===== src/rtl/spi_rxm_responder_pkg.sv =====
// Shared frame constants and FSM state encoding for the SPI register-file responder.
package spi_rxm_pkg;
    localparam int FRAME_BITS = 16;
    localparam int CMD_BITS   = 8;
    localparam int ADDR_BITS  = 7;

    typedef enum logic [1:0] {
        IDLE = 2'd0,
        CMD  = 2'd1,
        DATA = 2'd2,
        DONE = 2'd3
    } state_e;
endpackage


===== src/rtl/spi_rxm_responder_if.sv =====
// SPI pin bundle between the spi_rxm master and the register-file responder.
interface spi_rxm_responder_if;
    logic spi_sclk;
    logic spi_ss_n;
    logic spi_mosi;
    logic spi_miso;
    logic spi_miso_oe;

    modport master (
        output spi_sclk, spi_ss_n, spi_mosi,
        input  spi_miso, spi_miso_oe
    );

    modport slave (
        input  spi_sclk, spi_ss_n, spi_mosi,
        output spi_miso, spi_miso_oe
    );
endinterface


===== src/rtl/spi_rxm_responder_sync_edge_det.sv =====
// N-stage synchronizer for an asynchronous pin with registered one-cycle rise/fall pulses.
module sync_edge_det #(
    parameter int   STAGES = 2,
    parameter logic INIT   = 1'b0
) (
    input  logic i_clk,
    input  logic i_rst_n,
    input  logic i_d,
    output logic o_rise,
    output logic o_fall
);
    logic [STAGES-1:0] r_sync;
    logic              r_prev;
    logic              r_rise;
    logic              r_fall;

    always_ff @(posedge i_clk or negedge i_rst_n) begin
        if (!i_rst_n) begin
            r_sync <= {STAGES{INIT}};
            r_prev <= INIT;
            r_rise <= 1'b0;
            r_fall <= 1'b0;
        end else begin
            r_sync <= {r_sync[STAGES-2:0], i_d};
            r_prev <= r_sync[STAGES-1];
            r_rise <= r_sync[STAGES-1] & ~r_prev;
            r_fall <= ~r_sync[STAGES-1] & r_prev;
        end
    end

    assign o_rise = r_rise;
    assign o_fall = r_fall;
endmodule


===== src/rtl/spi_rxm_responder.sv =====
// SPI mode-0 slave register file: decodes 16-bit R/W frames, holds control registers,
// returns register contents on MISO. All SPI pins are oversampled in the clk domain.
module spi_rxm_responder
    import spi_rxm_pkg::*;
#(
    parameter int ADDR_W      = 4,
    parameter int SYNC_STAGES = 2
) (
    input  logic                     clk,
    input  logic                     reset_n,
    spi_rxm_responder_if.slave       spi,
    output logic [(8<<ADDR_W)-1:0]   regs_flat,
    output logic                     wr_stb,
    output logic [ADDR_BITS-1:0]     wr_addr,
    output logic [7:0]               wr_data,
    output logic                     frame_err,
    output logic                     busy
);
    localparam int NUM_REGS = 2**ADDR_W;
    localparam int CNT_W    = $clog2(FRAME_BITS);

    localparam logic [1:0] S_IDLE = IDLE;
    localparam logic [1:0] S_CMD  = CMD;
    localparam logic [1:0] S_DATA = DATA;
    localparam logic [1:0] S_DONE = DONE;

    function automatic logic addr_ok(input logic [ADDR_BITS-1:0] a);
        return int'(a) < NUM_REGS;
    endfunction

    logic w_sclk_rise, w_sclk_fall, w_ss_rise, w_ss_fall;

    sync_edge_det #(.STAGES(SYNC_STAGES), .INIT(1'b0)) u_sclk_det (
        .i_clk(clk), .i_rst_n(reset_n), .i_d(spi.spi_sclk),
        .o_rise(w_sclk_rise), .o_fall(w_sclk_fall)
    );

    sync_edge_det #(.STAGES(SYNC_STAGES), .INIT(1'b1)) u_ss_det (
        .i_clk(clk), .i_rst_n(reset_n), .i_d(spi.spi_ss_n),
        .o_rise(w_ss_rise), .o_fall(w_ss_fall)
    );

    logic [SYNC_STAGES-1:0] r_mosi_sync;
    logic [1:0]             r_state;
    logic [CNT_W-1:0]       r_cnt;
    logic [6:0]             r_rx;
    logic                   r_rw;
    logic [ADDR_BITS-1:0]   r_addr;
    logic [7:0]             r_tx;
    logic                   r_miso;
    logic                   r_oe;
    logic [7:0]             r_regs [NUM_REGS];
    logic                   r_wr_stb;
    logic [ADDR_BITS-1:0]   r_wr_addr;
    logic [7:0]             r_wr_data;
    logic                   r_frame_err;

    // MOSI gets only the plain synchronizer; it is one cycle ahead of the SCLK
    // rise pulse, which still lands well inside the stable half-period.
    logic       w_mosi;
    logic [7:0] w_shift_in;
    logic [7:0] w_rd_data;

    assign w_mosi     = r_mosi_sync[SYNC_STAGES-1];
    assign w_shift_in = {r_rx, w_mosi};
    assign w_rd_data  = addr_ok(w_shift_in[6:0]) ? r_regs[w_shift_in[ADDR_W-1:0]] : 8'h00;

    always_ff @(posedge clk or negedge reset_n) begin
        if (!reset_n) begin
            r_mosi_sync <= '0;
            r_state     <= S_IDLE;
            r_cnt       <= '0;
            r_rx        <= '0;
            r_rw        <= 1'b0;
            r_addr      <= '0;
            r_tx        <= '0;
            r_miso      <= 1'b0;
            r_oe        <= 1'b0;
            r_wr_stb    <= 1'b0;
            r_wr_addr   <= '0;
            r_wr_data   <= '0;
            r_frame_err <= 1'b0;
            for (int i = 0; i < NUM_REGS; i++) r_regs[i] <= 8'h00;
        end else begin
            r_mosi_sync <= {r_mosi_sync[SYNC_STAGES-2:0], spi.spi_mosi};
            r_wr_stb    <= 1'b0;
            r_frame_err <= 1'b0;

            if (w_ss_fall)      r_oe <= 1'b1;
            else if (w_ss_rise) r_oe <= 1'b0;

            // SS_n release outranks any SCLK event, including the 16th rise.
            if (w_ss_rise) begin
                if (r_state == S_CMD || r_state == S_DATA) r_frame_err <= 1'b1;
                r_state <= S_IDLE;
                r_miso  <= 1'b0;
            end else begin
                case (r_state)
                    S_IDLE: begin
                        if (w_ss_fall) begin
                            r_state <= S_CMD;
                            r_cnt   <= '0;
                            r_miso  <= 1'b0;
                        end
                    end
                    S_CMD: begin
                        if (w_sclk_rise) begin
                            r_rx  <= w_shift_in[6:0];
                            r_cnt <= r_cnt + 1'b1;
                            if (r_cnt == CNT_W'(CMD_BITS-1)) begin
                                r_state <= S_DATA;
                                r_rw    <= w_shift_in[7];
                                r_addr  <= w_shift_in[6:0];
                                r_tx    <= w_shift_in[7] ? w_rd_data : 8'h00;
                            end
                        end
                    end
                    S_DATA: begin
                        if (w_sclk_fall) begin
                            r_miso <= r_tx[7];
                            r_tx   <= r_tx << 1;
                        end
                        if (w_sclk_rise) begin
                            r_rx  <= w_shift_in[6:0];
                            r_cnt <= r_cnt + 1'b1;
                            if (r_cnt == CNT_W'(FRAME_BITS-1)) begin
                                r_state <= S_DONE;
                                if (!r_rw && addr_ok(r_addr)) begin
                                    r_regs[r_addr[ADDR_W-1:0]] <= w_shift_in;
                                    r_wr_stb  <= 1'b1;
                                    r_wr_addr <= r_addr;
                                    r_wr_data <= w_shift_in;
                                end
                            end
                        end
                    end
                    S_DONE: begin
                        r_miso <= 1'b0;
                    end
                    default: begin
                        r_state <= S_IDLE;
                    end
                endcase
            end
        end
    end

    for (genvar g = 0; g < NUM_REGS; g++) begin : g_flat
        assign regs_flat[8*g +: 8] = r_regs[g];
    end

    assign spi.spi_miso    = r_miso;
    assign spi.spi_miso_oe = r_oe;
    assign wr_stb          = r_wr_stb;
    assign wr_addr         = r_wr_addr;
    assign wr_data         = r_wr_data;
    assign frame_err       = r_frame_err;
    assign busy            = (r_state != S_IDLE);
endmodule


===== src/flat_wrapper.sv =====
// flat-port wrapper written by rule: the top's interface ports become plain ports
module spi_rxm_responder_flat import spi_rxm_pkg::*;
#(
    parameter int ADDR_W      = 4,
    parameter int SYNC_STAGES = 2
)
  (clk, reset_n, regs_flat, wr_stb, wr_addr, wr_data, frame_err, busy, spi_spi_sclk, spi_spi_ss_n, spi_spi_mosi, spi_spi_miso, spi_spi_miso_oe);
  spi_rxm_responder_if spi_i ();
  input  logic clk;
  input  logic reset_n;
  output logic [(8<<ADDR_W)-1:0] regs_flat;
  output logic wr_stb;
  output logic [ADDR_BITS-1:0] wr_addr;
  output logic [7:0] wr_data;
  output logic frame_err;
  output logic busy;
  input wire logic [$bits(spi_i.spi_sclk)-1:0] spi_spi_sclk;
  input wire logic [$bits(spi_i.spi_ss_n)-1:0] spi_spi_ss_n;
  input wire logic [$bits(spi_i.spi_mosi)-1:0] spi_spi_mosi;
  output wire logic [$bits(spi_i.spi_miso)-1:0] spi_spi_miso;
  output wire logic [$bits(spi_i.spi_miso_oe)-1:0] spi_spi_miso_oe;
  assign spi_i.spi_sclk = spi_spi_sclk;
  assign spi_i.spi_ss_n = spi_spi_ss_n;
  assign spi_i.spi_mosi = spi_spi_mosi;
  assign spi_spi_miso = spi_i.spi_miso;
  assign spi_spi_miso_oe = spi_i.spi_miso_oe;
  spi_rxm_responder #(.ADDR_W(ADDR_W), .SYNC_STAGES(SYNC_STAGES)) u_core (.clk(clk), .reset_n(reset_n), .spi(spi_i), .regs_flat(regs_flat), .wr_stb(wr_stb), .wr_addr(wr_addr), .wr_data(wr_data), .frame_err(frame_err), .busy(busy));
endmodule

===== config.mk =====
export PLATFORM = sky130hd
export DESIGN_NAME = spi_rxm_responder_flat
export DESIGN_NICKNAME = d
export VERILOG_FILES = /design/src/rtl/spi_rxm_responder_pkg.sv /design/src/rtl/spi_rxm_responder_if.sv /design/src/rtl/spi_rxm_responder_sync_edge_det.sv /design/src/rtl/spi_rxm_responder.sv /design/src/flat_wrapper.sv
export SDC_FILE = /design/constraint.sdc
export NUM_CORES = 1
export LEC_CHECK = 0
export BUFFER_PORTS_ARGS = -buffer_cell sky130_fd_sc_hd__buf_2
export CAP_MARGIN = 20
export CORE_MARGIN = 2
export CORE_UTILIZATION = 35
export CTS_CLUSTER_SIZE = 10
export DETAILED_ROUTE_END_ITERATION = 16
export HOLD_SLACK_MARGIN = 0.12
export SLEW_MARGIN = 20
export SYNTH_ARGS = -nofsm -noshare
export SYNTH_HDL_FRONTEND = slang
export SYNTH_SLANG_ARGS = --single-unit

===== constraint.sdc =====
create_clock -name clk -period 2.3 [get_ports clk]
set_input_delay 0.23 -clock clk [delete_from_list [all_inputs] [get_ports clk]]
set_output_delay 0.23 -clock clk [all_outputs]
set_load 0.03 [all_outputs]

# ---- Yosys cells after proc, flatten, opt, wreduce, memory -nomap -nowiden
# Cells that the tools add are included.
dict set report totals {
  regBits 188
  out_inout_bits 148
  wordCells 124
}
dict set report classes {
  addsub 1
  magnitude_cmp 5
  eq_ne 16
  mux 35
  bitwise 11
  reduce_logical 19
}
# cell n
set ops {}
lappend ops {{$bwmux 128} 1}
lappend ops {{$mux 8} 8}
lappend ops {{$bmux 8 s4} 1}
lappend ops {{$demux 8 s4} 1}
lappend ops {{$ne 3x3->1 const B} 6}
lappend ops {{$pmux 8 s2} 1}
lappend ops {{$lt 7x5->1 const B} 2}
lappend ops {{$mux 1} 12}
lappend ops {{$mux 2} 6}
lappend ops {{$ge 5x5->1 const B} 2}
lappend ops {{$not 4->5} 2}
lappend ops {{$reduce_and 5->1} 2}
lappend ops {{$mux 4} 2}
lappend ops {{$ne 2x2->1 const B} 4}
lappend ops {{$pmux 4 s2} 1}
lappend ops {{$reduce_and 4->1} 2}
lappend ops {{$reduce_bool 2->1} 4}
lappend ops {{$reduce_bool 4->1} 2}
lappend ops {{$pmux 2 s3} 1}
lappend ops {{$reduce_and 3->1} 2}
lappend ops {{$reduce_and 6->1} 1}
lappend ops {{$lt 5x1->1 const B} 1}
lappend ops {{$not 1->1} 5}
lappend ops {{$add 4x1->4 const B} 1}
lappend ops {{other kinds (12)} 17}

# ---- Logic depth before layout (Yosys ltp)
dict set report logic_depth {
  word_depth 9
  depth_mapped 9
}

# ---- Modules after synthesis
# A second synthesis with hierarchy kept.
dict set report hier_totals {
  cells_unflattened 597
  area_unflattened_um2 8602.0
}
# module n_inst cells_each area_each_um2 seq_area_each_um2
set modules_own_cells {}
lappend modules_own_cells {spi_rxm_responder 1 583 8318.0 4454.3}
lappend modules_own_cells {{sync_edge_det at u_core.u_ss_det} 1 7 143.9 128.9}
lappend modules_own_cells {{sync_edge_det at u_core.u_sclk_det} 1 7 140.1 125.1}

# ---- Worst setup path after synthesis
# Ideal clock, no wire load.
dict set report synth_timing {
  kind {reg2reg}
  from {register u_core.r_state[0]}
  to {register u_core.r_regs (netlist bit u_core.regs_flat[112])}
  arrival_ns 2.083
  required_ns 2.175
  setup_slack_ns 0.092
  path_stages_with_launch 9
  n_path_buf 2
  cell_sequence {dfrtp_1 -> inv_1 -> ha_1 -> nand4b_1 -> or2_1 -> buf_6 -> buf_6 -> nor3_4 -> mux2_2}
}
dict set report synth_between {
  elab_chain_cells 2
}
# element line
set synth_rtl {}
lappend synth_rtl {{from (decl)} spi_rxm_responder.sv:44} ;# logic [1:0] r_state;
lappend synth_rtl {{from (signal assigned)} spi_rxm_responder.sv:71} ;# r_state <= S_IDLE;
lappend synth_rtl {{from (signal assigned)} spi_rxm_responder.sv:95} ;# r_state <= S_IDLE;
lappend synth_rtl {{from (signal assigned)} spi_rxm_responder.sv:101} ;# r_state <= S_CMD;
lappend synth_rtl {{$eq 2x2->1} spi_rxm_responder.sv:98} ;# case (r_state)
lappend synth_rtl {{$reduce_and 5->1 (no line)} n/a}
lappend synth_rtl {{to (signal, indexed assignment)} spi_rxm_responder.sv:129} ;# r_regs[r_addr[ADDR_W-1:0]] <= w_shift_in;
lappend synth_rtl {{to (decl)} spi_rxm_responder.sv:52} ;# logic [7:0] r_regs [NUM_REGS];
# Every way passes these cells.
# A chain may end at the register's enable or synchronous reset.

# ---- Worst setup path in the final report
dict set report layout_timing {
  from {register u_core.r_state[0]}
  to {register u_core.r_regs (netlist bit u_core.regs_flat[38])}
}
# The elaborated chain is that of the path after synthesis.

==> flow_metrics.env <==
export IMPL_seq_power_share_pct=41.2
export IMPL_drc=0
export IMPL_die_y_um=159.6
export IMPL_vias_per_cell=5.158
export IMPL_p_comb_share_pct=20.0
export IMPL_fin_nets=770
export IMPL_slew_headroom_pct=53.93
export IMPL_htree_levels=4
export IMPL_synth_cell_types=41
export IMPL_dieArea_sq_um=25470
export IMPL_hold_viol_final=0
export IMPL_power_leakage_uw=0.005639
export IMPL_hold_ws_ns=0.3481
export IMPL_clk_transition_reported_paths_ns=0.07
export IMPL_numCtsBuffers=17
export IMPL_io_pins=153
export IMPL_p_switching_uw=2508
export IMPL_hold_depth=0
export IMPL_grt_pass1_wl_um=37020
export IMPL_path_class="reg2reg"
export IMPL_worstPathArrival_ns=2.56
export IMPL_syn_nets=582
export IMPL_synthArstFlopShare_pct=100.0
export IMPL_gp_congestion=0.8522
export IMPL_grt_usage_pct=19.07
export IMPL_power_density_nw_per_um2=804.2
export IMPL_antenna_found_initial=0
export IMPL_synthCells=571
export IMPL_setup_viol=0
export IMPL_path_cells="inv_1, ha_1, nand4b_1, or2_2, buf_4, nor4_4, buf_12, mux2_2"
export IMPL_yosys_warnings=0
export IMPL_worst_pin_slew_ns=0.6910
export IMPL_fin_crit_sh_pct=97.31
export IMPL_antenna_left=0
export IMPL_intPower_uw=6144
export IMPL_start_util_pct=35.88
export IMPL_layout_common_cells="dfrtp_1 (183), mux2_2 (170), buf_2 (151), nand2_1 (39), buf_4 (37)"
export IMPL_min_period_ns=2.238
export IMPL_routedWlPerCell_um=21.51
export IMPL_drt_total_wl_um=23470
export IMPL_synth_area_sq_um=8473
export IMPL_grt_pass1_vias=5969
export IMPL_rows=56
export IMPL_end_kind="register"
export IMPL_worstPathRequired_ns=2.62
export IMPL_vias=5627
export IMPL_final_common_cell="dfrtp_1"
export IMPL_synth_enable_flop_cells=0
export IMPL_die_w_um=159.6
export IMPL_synth_top_area_share_pct=54.64
export IMPL_n_fill_cell=2105
export IMPL_final_layout_size_suffix_gt1_share_pct=59.97
export IMPL_placed_area_sq_um=10030
export IMPL_max_stage_delay_ns=0.39
export IMPL_cts_root_buf="clkbuf_16"
export IMPL_instances_no_fill=1091
export IMPL_ys_flop_type="dfrtp_1"
export IMPL_initialDrtViolationCount=337
export IMPL_final_cell_area_sq_um=10760
export IMPL_grt_max_degree=74
export IMPL_ys_ff_latch=188
export IMPL_clockBufferDepth=2
export IMPL_ys_seq_area_share_pct=55.57
export IMPL_worstRegToRegCells=8
export IMPL_diodes=0
export IMPL_cp_max_fo=11
export IMPL_status="finished, final reports clean"
export IMPL_max_freq_mhz=446.8
export IMPL_numClockSinks=188
export IMPL_fin_skew_ns=0.01026
export IMPL_synth_largest_area_cell="dfrtp_1"
export IMPL_peakVddDrop_v=0.0005133
export IMPL_p_clk_share_pct=38.8
export IMPL_area_delta_synth_final_pct=26.98
export IMPL_grt_overflow=0
export IMPL_synth_area_top_cells="dfrtp_1 (55%), mux2_2 (23%), mux4_2 (8.5%), nand2_1 (1.7%), nor3_4 (1.7%)"
export IMPL_syn_avg_cell_area_sq_um=14.84
export IMPL_start_kind="register"
export IMPL_cap_violations=0
export IMPL_drtPass1Iterations=4
export IMPL_clk_latency_ns=0.44
export IMPL_switching_share_pct=28.99
export IMPL_cts_tree="built"
export IMPL_critical_path_slowest_cell="dfrtp_1"
export IMPL_placed_cells=1055
export IMPL_final_util_pct=45.56
export IMPL_drv_slew=0
export IMPL_core_sq_um=23610
export IMPL_dp_hpwl_um=17010
export IMPL_numPortBuffers=152
export IMPL_hold_path_class="reg2reg"
==> worst max-delay path, delay by kind of cell, from the launching register on <==
kind	cells	cell delay, ns
adders and majority gates	1	0.17
DFF	1	0.39
buffers and inverters	3	0.50
and+or+nand+nor	3	0.73
muxes	1	0.33
==> cell families (layout without fill, tap and decap cells) <==
| kind of cell | count (synthesis) | in the layout | share of synthesized area (%) |
|---|---|---|---|
| buffers and inverters | 43 | 244 | 2.215 |
| adders and majority gates | 6 | 6 | 0.8860 |
| AOI/OAI and AO/OA | 24 | 24 | 1.920 |
| muxes | 203 | 203 | 31.23 |
| and+or+nand+nor | 107 | 107 | 8.181 |
| DFF | 188 | 188 | 55.57 |
==> synth_stat cells (all sizes together) (2+ instances only) <==
| master | instances |
|---|---|
| buf | 12 |
| a21oi | 8 |
| nor4 | 6 |
| nand2 | 39 |
| or4 | 2 |
| nand4 | 2 |
| o21ai | 4 |
| nand2b | 9 |
| nor2b | 5 |
| dfstp | 3 |
| mux4 | 32 |
| inv | 5 |
| ha | 6 |
| a21o | 2 |
| or2 | 2 |
| dfrtp | 185 |
| and2 | 4 |
| nor3 | 19 |
| nand3 | 11 |
| clkbuf | 26 |
| nor2 | 6 |
| mux2 | 171 |
| o21a | 2 |
| a22o | 2 |
==> worst paths after layout <==
kind                                        from               endpoint  slack, ns
max                            u_core.r_state[0]   u_core.regs_flat[38]       0.06
min                        u_core.r_mosi_sync[0]  u_core.r_mosi_sync[1]       0.35
max reg2reg                    u_core.r_state[0]   u_core.regs_flat[38]       0.06
min reg2reg                u_core.r_mosi_sync[0]  u_core.r_mosi_sync[1]       0.35
max in group asynchronous                reset_n  u_core.regs_flat[115]       1.17
min in group asynchronous                reset_n  u_core.r_mosi_sync[0]       0.38
==> sequential cells by signal, summed over array words and instances, names as in the netlist, 2 cells and up <==
| register | cells |
|---|---|
| u_core.r_cnt | 4 |
| u_core.wr_data | 8 |
| u_core.r_addr | 7 |
| u_core.r_rx | 7 |
| u_core.u_sclk_det.r_sync | 2 |
| u_core.wr_addr | 7 |
| u_core.u_ss_det.r_sync | 2 |
| u_core.regs_flat | 128 |
| u_core.r_tx | 8 |
| u_core.r_state | 2 |
| u_core.r_mosi_sync | 2 |
==> through the flow <==
stage / total power, uW / setup TNS, ns / setup slack [ns]
after floorplan: 4697 / 0 / 0.09191
after CTS: 8697 / 0 / 0.02727
after global placement: 5294 / 0 / 0.09820
after detailed placement: 5349 / 0 / 0.05312
after global routing: 9019 / -0.02377 / -0.004615
final: 8652 / 0 / 0.06189
==> power groups by stage <==
stage | sequential, uW | clock (uW) | combinational, uW
after CTS | 3560 | 3400 | 1740
final | 3560 | 3360 | 1730
after detailed placement | 3630 | 0 | 1720
after floorplan | 3600 | 0 | 1100
after global placement | 3620 | 0 | 1670
after global routing | 3590 | 3550 | 1880
==> routing by layer <==
layer | global-route usage [%] | vias to the layer above | wire, um | share of wire [%]
met5 | 0 | - | 0 | 0
met4 | 4.545 | 0 | 216 | 0.92
li1 | - | 2455 | - | -
met3 | 3.647 | 21 | 1085 | 4.6
met1 | 25.82 | 3005 | 10470 | 45
met2 | 31.78 | 146 | 11700 | 50
==> what timing repair did <==
action                                 in CTS  in global routing
endpoints found under the hold margin      70                  0
hold buffers                                4                  0
gates resized for setup                     0                  3
buffers inserted                            0                  0
setup endpoints to repair                   0                 25
==> layout make-up <==
type	instances	area, sq um	area share (%)
tap	319	399.1	3.710
clock buffer	23	498.0	4.628
timing repair buffer	207	1365	12.69
sequential	188	4711	43.78
inverter	5	18.77	0.1744
clock inverter	9	180.2	1.675
multi-input combinational	340	3587	33.34
Note: power is estimated with default switching activity, not from simulation.
